File: config.mk
export PLATFORM = sky130hd
export DESIGN_NAME = hub75_line_loader
export DESIGN_NICKNAME = d
export VERILOG_FILES = /design/src/rtl/hub75_pkg.sv /design/src/rtl/rd_tag_delay.sv /design/src/rtl/hub75_line_loader.sv
export SDC_FILE = /design/constraint.sdc
export NUM_CORES = 2
export LEC_CHECK = 0
export BUFFER_PORTS_ARGS = -buffer_cell sky130_fd_sc_hd__buf_2
export CORE_AREA = 2 2 461 463
export CTS_CLUSTER_DIAMETER = 120
export CTS_CLUSTER_SIZE = 40
export DETAILED_ROUTE_END_ITERATION = 8
export DIE_AREA = 0 0 463 465
export PLACE_DENSITY = 0.41
export REMOVE_ABC_BUFFERS = 1
export SYNTH_ARGS = -nofsm -noshare
export SYNTH_HDL_FRONTEND = slang
export SYNTH_SLANG_ARGS = --single-unit
File: constraint.sdc
create_clock -name clk_in -period 97.1 [get_ports clk_in]
set_input_delay 14.565 -clock clk_in [delete_from_list [all_inputs] [get_ports clk_in]]
set_output_delay 14.565 -clock clk_in [all_outputs]
set_load 0.02 [all_outputs]
File: src/rtl/hub75_pkg.sv
// Shared types for the HUB75 line loader: FSM states, BRAM read tag and address-width helper.
package hub75_pkg;

  typedef enum logic [1:0] {StIdle, StFetch, StDrain, StPresent} ll_state_e;

  // Wide enough for any practical panel width; readers compare only the low bits they need.
  localparam int unsigned TagColW = 16;

  typedef struct packed {
    logic               half;
    logic [TagColW-1:0] col;
  } rd_tag_t;

  function automatic int unsigned bram_aw(input int unsigned theta_res,
                                          input int unsigned num_rows,
                                          input int unsigned num_cols);
    return theta_res + $clog2(num_rows) + $clog2(num_cols);
  endfunction

endpackage

File: src/rtl/rd_tag_delay.sv
// Fixed-latency shift register that walks a read tag alongside an in-flight BRAM read.
module rd_tag_delay
  import hub75_pkg::*;
#(
  parameter int unsigned Latency = 2
) (
  input  logic    clk_i,
  input  logic    rst_i,
  input  logic    valid_i,
  input  rd_tag_t tag_i,
  output logic    valid_o,
  output rd_tag_t tag_o
);

  logic    [Latency-1:0] valid_q;
  rd_tag_t [Latency-1:0] tag_q;

  always_ff @(posedge clk_i or posedge rst_i) begin
    if (rst_i) begin
      valid_q <= '0;
      tag_q   <= '0;
    end else begin
      valid_q[0] <= valid_i;
      tag_q[0]   <= tag_i;
      for (int i = 1; i < Latency; i++) begin
        valid_q[i] <= valid_q[i-1];
        tag_q[i]   <= tag_q[i-1];
      end
    end
  end

  assign valid_o = valid_q[Latency-1];
  assign tag_o   = tag_q[Latency-1];

endmodule

File: src/rtl/hub75_line_loader.sv
// Fetches one upper/lower scan-line pair per address from the frame BRAM and presents it
// as a bundle over a valid/ready handshake; new slices are adopted only at frame wrap.
module hub75_line_loader
  import hub75_pkg::*;
#(
  parameter int unsigned NUM_COLS     = 64,
  parameter int unsigned NUM_ROWS     = 64,
  parameter int unsigned SCAN_RATE    = 32,
  parameter int unsigned THETA_RES    = 8,
  parameter int unsigned RGB_RES      = 9,
  parameter int unsigned BRAM_LATENCY = 2
) (
  input  logic                                            clk_in,
  input  logic                                            rst_in,
  input  logic [THETA_RES-1:0]                            theta_in,
  input  logic                                            theta_valid,
  output logic [bram_aw(THETA_RES, NUM_ROWS, NUM_COLS)-1:0] bram_addr,
  input  logic [RGB_RES-1:0]                              bram_data,
  output logic [1:0][NUM_COLS-1:0][RGB_RES-1:0]           column_data,
  output logic [$clog2(SCAN_RATE)-1:0]                    address_data,
  output logic                                            tvalid,
  input  logic                                            tready,
  output logic                                            frame_done,
  output logic                                            theta_overrun
);

  localparam int unsigned ColW  = $clog2(NUM_COLS);
  localparam int unsigned RowW  = $clog2(NUM_ROWS);
  localparam int unsigned AddrW = $clog2(SCAN_RATE);
  localparam int unsigned AW    = bram_aw(THETA_RES, NUM_ROWS, NUM_COLS);
  localparam int unsigned RdCnt = 2 * NUM_COLS;
  localparam int unsigned CntW  = $clog2(RdCnt + BRAM_LATENCY);

  ll_state_e                           state_q, state_d;
  logic [AddrW-1:0]                    addr_q, addr_d;
  logic [THETA_RES-1:0]                cur_theta_q, cur_theta_d;
  logic [THETA_RES-1:0]                pend_q, pend_d;
  logic                                pend_v_q, pend_v_d;
  logic [CntW-1:0]                     cnt_q, cnt_d;
  logic [AW-1:0]                       bram_addr_q, bram_addr_d;
  logic                                frame_done_q, frame_done_d;
  logic                                overrun_q, overrun_d;
  logic [1:0][NUM_COLS-1:0][RGB_RES-1:0] column_q;
  logic [RowW-1:0]                     row_d;
  logic                                hs, last, consume;
  logic                                tag_v_in, tag_v_out;
  rd_tag_t                             tag_in, tag_out;

  assign hs      = (state_q == StPresent) & tready;
  assign last    = (addr_q == AddrW'(SCAN_RATE - 1));
  assign consume = hs & last & pend_v_q;

  always_ff @(posedge clk_in or posedge rst_in) begin
    if (rst_in) begin
      state_q <= StIdle;
    end else begin
      state_q <= state_d;
    end
  end

  always_comb begin
    state_d = state_q;
    unique case (state_q)
      StIdle:    if (theta_valid) state_d = StFetch;
      StFetch:   if (cnt_q == CntW'(RdCnt - 1)) state_d = StDrain;
      StDrain:   if (cnt_q == CntW'(BRAM_LATENCY - 1)) state_d = StPresent;
      StPresent: if (tready) state_d = StFetch;
      default:   state_d = StIdle;
    endcase
  end

  always_comb begin
    tvalid = (state_q == StPresent);
  end

  always_comb begin
    cnt_d        = cnt_q;
    addr_d       = addr_q;
    cur_theta_d  = cur_theta_q;
    pend_d       = pend_q;
    pend_v_d     = pend_v_q;
    frame_done_d = 1'b0;
    overrun_d    = 1'b0;
    bram_addr_d  = bram_addr_q;
    row_d        = '0;

    if (state_d != state_q) begin
      cnt_d = '0;
    end else if ((state_q == StFetch) || (state_q == StDrain)) begin
      cnt_d = cnt_q + 1'b1;
    end

    // The first slice bypasses the pending register so FETCH starts right after the strobe.
    if ((state_q == StIdle) && theta_valid) begin
      cur_theta_d = theta_in;
      addr_d      = '0;
    end

    if (hs) begin
      if (last) begin
        addr_d       = '0;
        frame_done_d = 1'b1;
        if (pend_v_q) begin
          cur_theta_d = pend_q;
          pend_v_d    = 1'b0;
        end
      end else begin
        addr_d = addr_q + 1'b1;
      end
    end

    if (theta_valid && (state_q != StIdle)) begin
      pend_d    = theta_in;
      pend_v_d  = 1'b1;
      overrun_d = pend_v_q & ~consume;
    end

    // Address is loaded one cycle ahead so read k sits on bram_addr during FETCH cycle k.
    if (state_d == StFetch) begin
      row_d       = RowW'(addr_d) + (cnt_d[ColW] ? RowW'(SCAN_RATE) : RowW'(0));
      bram_addr_d = {cur_theta_d, row_d, cnt_d[ColW-1:0]};
    end
  end

  assign tag_v_in    = (state_q == StFetch);
  assign tag_in.half = cnt_q[ColW];
  assign tag_in.col  = TagColW'(cnt_q[ColW-1:0]);

  rd_tag_delay #(
    .Latency(BRAM_LATENCY)
  ) u_tag_delay (
    .clk_i  (clk_in),
    .rst_i  (rst_in),
    .valid_i(tag_v_in),
    .tag_i  (tag_in),
    .valid_o(tag_v_out),
    .tag_o  (tag_out)
  );

  always_ff @(posedge clk_in or posedge rst_in) begin
    if (rst_in) begin
      addr_q       <= '0;
      cur_theta_q  <= '0;
      pend_q       <= '0;
      pend_v_q     <= 1'b0;
      cnt_q        <= '0;
      bram_addr_q  <= '0;
      frame_done_q <= 1'b0;
      overrun_q    <= 1'b0;
      column_q     <= '0;
    end else begin
      addr_q       <= addr_d;
      cur_theta_q  <= cur_theta_d;
      pend_q       <= pend_d;
      pend_v_q     <= pend_v_d;
      cnt_q        <= cnt_d;
      bram_addr_q  <= bram_addr_d;
      frame_done_q <= frame_done_d;
      overrun_q    <= overrun_d;
      if (tag_v_out) begin
        for (int c = 0; c < NUM_COLS; c++) begin
          if (tag_out.col == TagColW'(c)) column_q[tag_out.half][c] <= bram_data;
        end
      end
    end
  end

  assign bram_addr     = bram_addr_q;
  assign column_data   = column_q;
  assign address_data  = addr_q;
  assign frame_done    = frame_done_q;
  assign theta_overrun = overrun_q;

endmodule

==> metrics <==
Fin. Hold Viols=0; Area contributors post-synth=dfrtp_1, mux2_2, clkbuf_1; worst path arrival time=19070 ps; Synth cell types=53; grt ovf=0; total wire length after detailed routing=182 mm; CTS Buffer Depth=3; CTS tree=built; port bufs=1200; vias in the first global route=29400; GR Util All Layers=16.3%; synth cell count leaders=dfrtp_1, mux2_2, clkbuf_1; pin count of the biggest net entering global routing=148; pwr dens=15.5 nW/um2; worst ir drop on vdd=12.7 uV; crit path from=rst_in; Rows=169; Cell Area, Synth=46800 um2; Clk Latency, worst-skew pair=710 ps; syn_area_per_cell=16.4 um2; max_cap viols=0; TritonCTS Sinks=1222; core area=211000 um2; final net count=4022; Post-CTS Hold Buffers=0; Cell Count, Final, Fillers Out=6839; Syn-to-layout area delta=23.1%; Yosys reg bits=1222; share of Yosys cell area claimed by the top area cell type=65.4%; Initial Util=22.2%; CP Cell Sequence=buf_2 -> inv_8 -> buf_4 -> buf_4 -> buf_4 -> buf_4 -> buf_4; DRC Markers=0; Num CTS Buffers=41; first-pass GRT wire length=250 mm; Post-CTS Resized=0; Post-synth EDFFs=0; post-DP HPWL=125 mm; Clock Tree Root=clkbuf_16; Final ANT Viol Nets=0; critical path's most frequent cell=buf_4; Setup Viol. Count Final=0; TNS Setup=0 ps; worst hold path type=register to register; crit end category=asynchronous set/reset pin; share of layout cells above drive strength 1=64.7%; Fill cells=22000; Slew HR=19.4%; Avg WL per Cell=26.6 um; LEAKAGE=27.8 nW; CP max stage cell=buf_4; crit share post-route=18.8%; Die Y=465 um; CP max stage delay=770 ps; RSZ-0062 raised after global routing=false; Worst-Margin Slew=1200 ps; Post-Place Cells=6771; initial antenna violation count=15; status=complete, no violations; H-tree depth=2; Hold Crit Start=u_tag_delay.tag_q[1]; min Tclk post-route=18300 ps; Seq/Total Area, Yosys=65.4%; die width=463 um; CTS clock-pin slew for the worst setup and hold paths=140 ps; die area=215000 um2; Primary FF master, synth=dfrtp_1; Async SR Flop Fraction=100%; total power=891 uW; reg2reg start=u_tag_delay.tag_o[4]; required time of the critical path=97870 ps; Pre-Repair DR Iteration Count=4; Worst Setup Path Type=input port to asynchronous set/reset pin; vias per cell=4.16; Post-Syn Instances=2849; routability cong.=0.743; DR vias=28400; YS warnings=0; initial drt markers=1403; Pins Over Slew Limit=0; Synth area leader=dfrtp_1; Min Hold Slack=364 ps; Post-CTS Setup Inserts=0; count leader, synth=dfrtp_1; Achievable Freq=54.6 MHz; Clock Skew=52.7 ps; crit start category=input port; Max Fanout on Critical Path=114; # IOs=1201; Util after Layout=27.3%
==> per-layer routing <==
layer	GRT usage [%]	vias to the layer above	share of wire, %
met5	0	-	0.031
met4	4.38	10	2.8
met3	4.59	159	7.0
met2	27.4	809	48
met1	20.5	15200	42
li1	-	12200	-
==> stage by stage <==
step	worst slack (ps)	area, um2
4_1_cts	78640	57600
2_1_floorplan	48100	46100
6_report	78800	57600
5_1_grt	78160	57600
3_3_place_gp	77850	56200
3_5_place_dp	77770	56200
==> path summary, 6_finish.rpt <==
kind | end | cells past startpoint | slack [ps]
worst max-delay path | column_data[410] | 7 | 78800
max in group clk_in | tvalid | 2 | 80540
worst max register to register | column_data[1042] | 3 | 93760
worst min-delay path | u_tag_delay.tag_o[1] | 0 | 360
min in group asynchronous | column_data[363] | 2 | 14020
worst min register to register | u_tag_delay.tag_o[1] | 0 | 360
==> cell type report <==
cell class | instances | area (um2) | area share (%)
multi-input combinational | 1464 | 15500 | 27.0
sequential | 1222 | 30600 | 53.1
antenna | 2 | 5.00 | 0.00869
tap | 2821 | 3530 | 6.13
clock buffer | 45 | 1080 | 1.88
timing repair buffer | 1258 | 6510 | 11.3
clock inverter | 21 | 313 | 0.543
inverter | 6 | 30.0 | 0.0521
==> cells by family after synthesis <==
kind of cell,share of synthesized area (%)
flip-flops,65.4
AO/OA/AOI/OAI,0.423
buffers and inverters,1.51
XOR/XNOR,0.112
AND/OR/NAND/NOR,3.79
adder cells (fa/ha/maj),0.214
multiplexers,28.6
==> registers in the layout, summed over array words and instances (netlist names) <==
name,flops
pend_q,8
address_data,5
column_data,1152
u_tag_delay.valid_q,2
cnt_q,8
theta_overrun,1
u_tag_delay.tag_o,7
pend_v_q,1
cur_theta_q,8
bram_addr,20
state_q,2
u_tag_delay.tag_q,7
frame_done,1
==> power breakdown <==
group	leakage, nW	internal (mW)	switching, mW
registers	15.1	0.526	0.00848
clock network	0.678	0.0918	0.175
logic	12.1	0.0261	0.0626
total	27.8	0.644	0.246
==> cell usage in the layout (no fill, tap or decap), types with 7 or more instances in the layout <==
cell type / instances
mux2_2: 1168
nor3_2: 13
buf_2: 1191
buf_6: 9
clkbuf_16: 41
nand2b_1: 13
nor2_8: 16
mux2i_1: 8
nor2_2: 11
nand2_1: 71
nor3_4: 7
nor2_1: 17
dfrtp_1: 1222
nor2_4: 21
a21oi_1: 12
mux2_1: 12
nand2_2: 21
ha_1: 8
nor4_4: 8
buf_4: 57
==> worst max-delay path, delay by kind of cell <==
family,cells,cell delay [ps]
buf+inv,7,4260
Power figures use the tool's default switching activity.
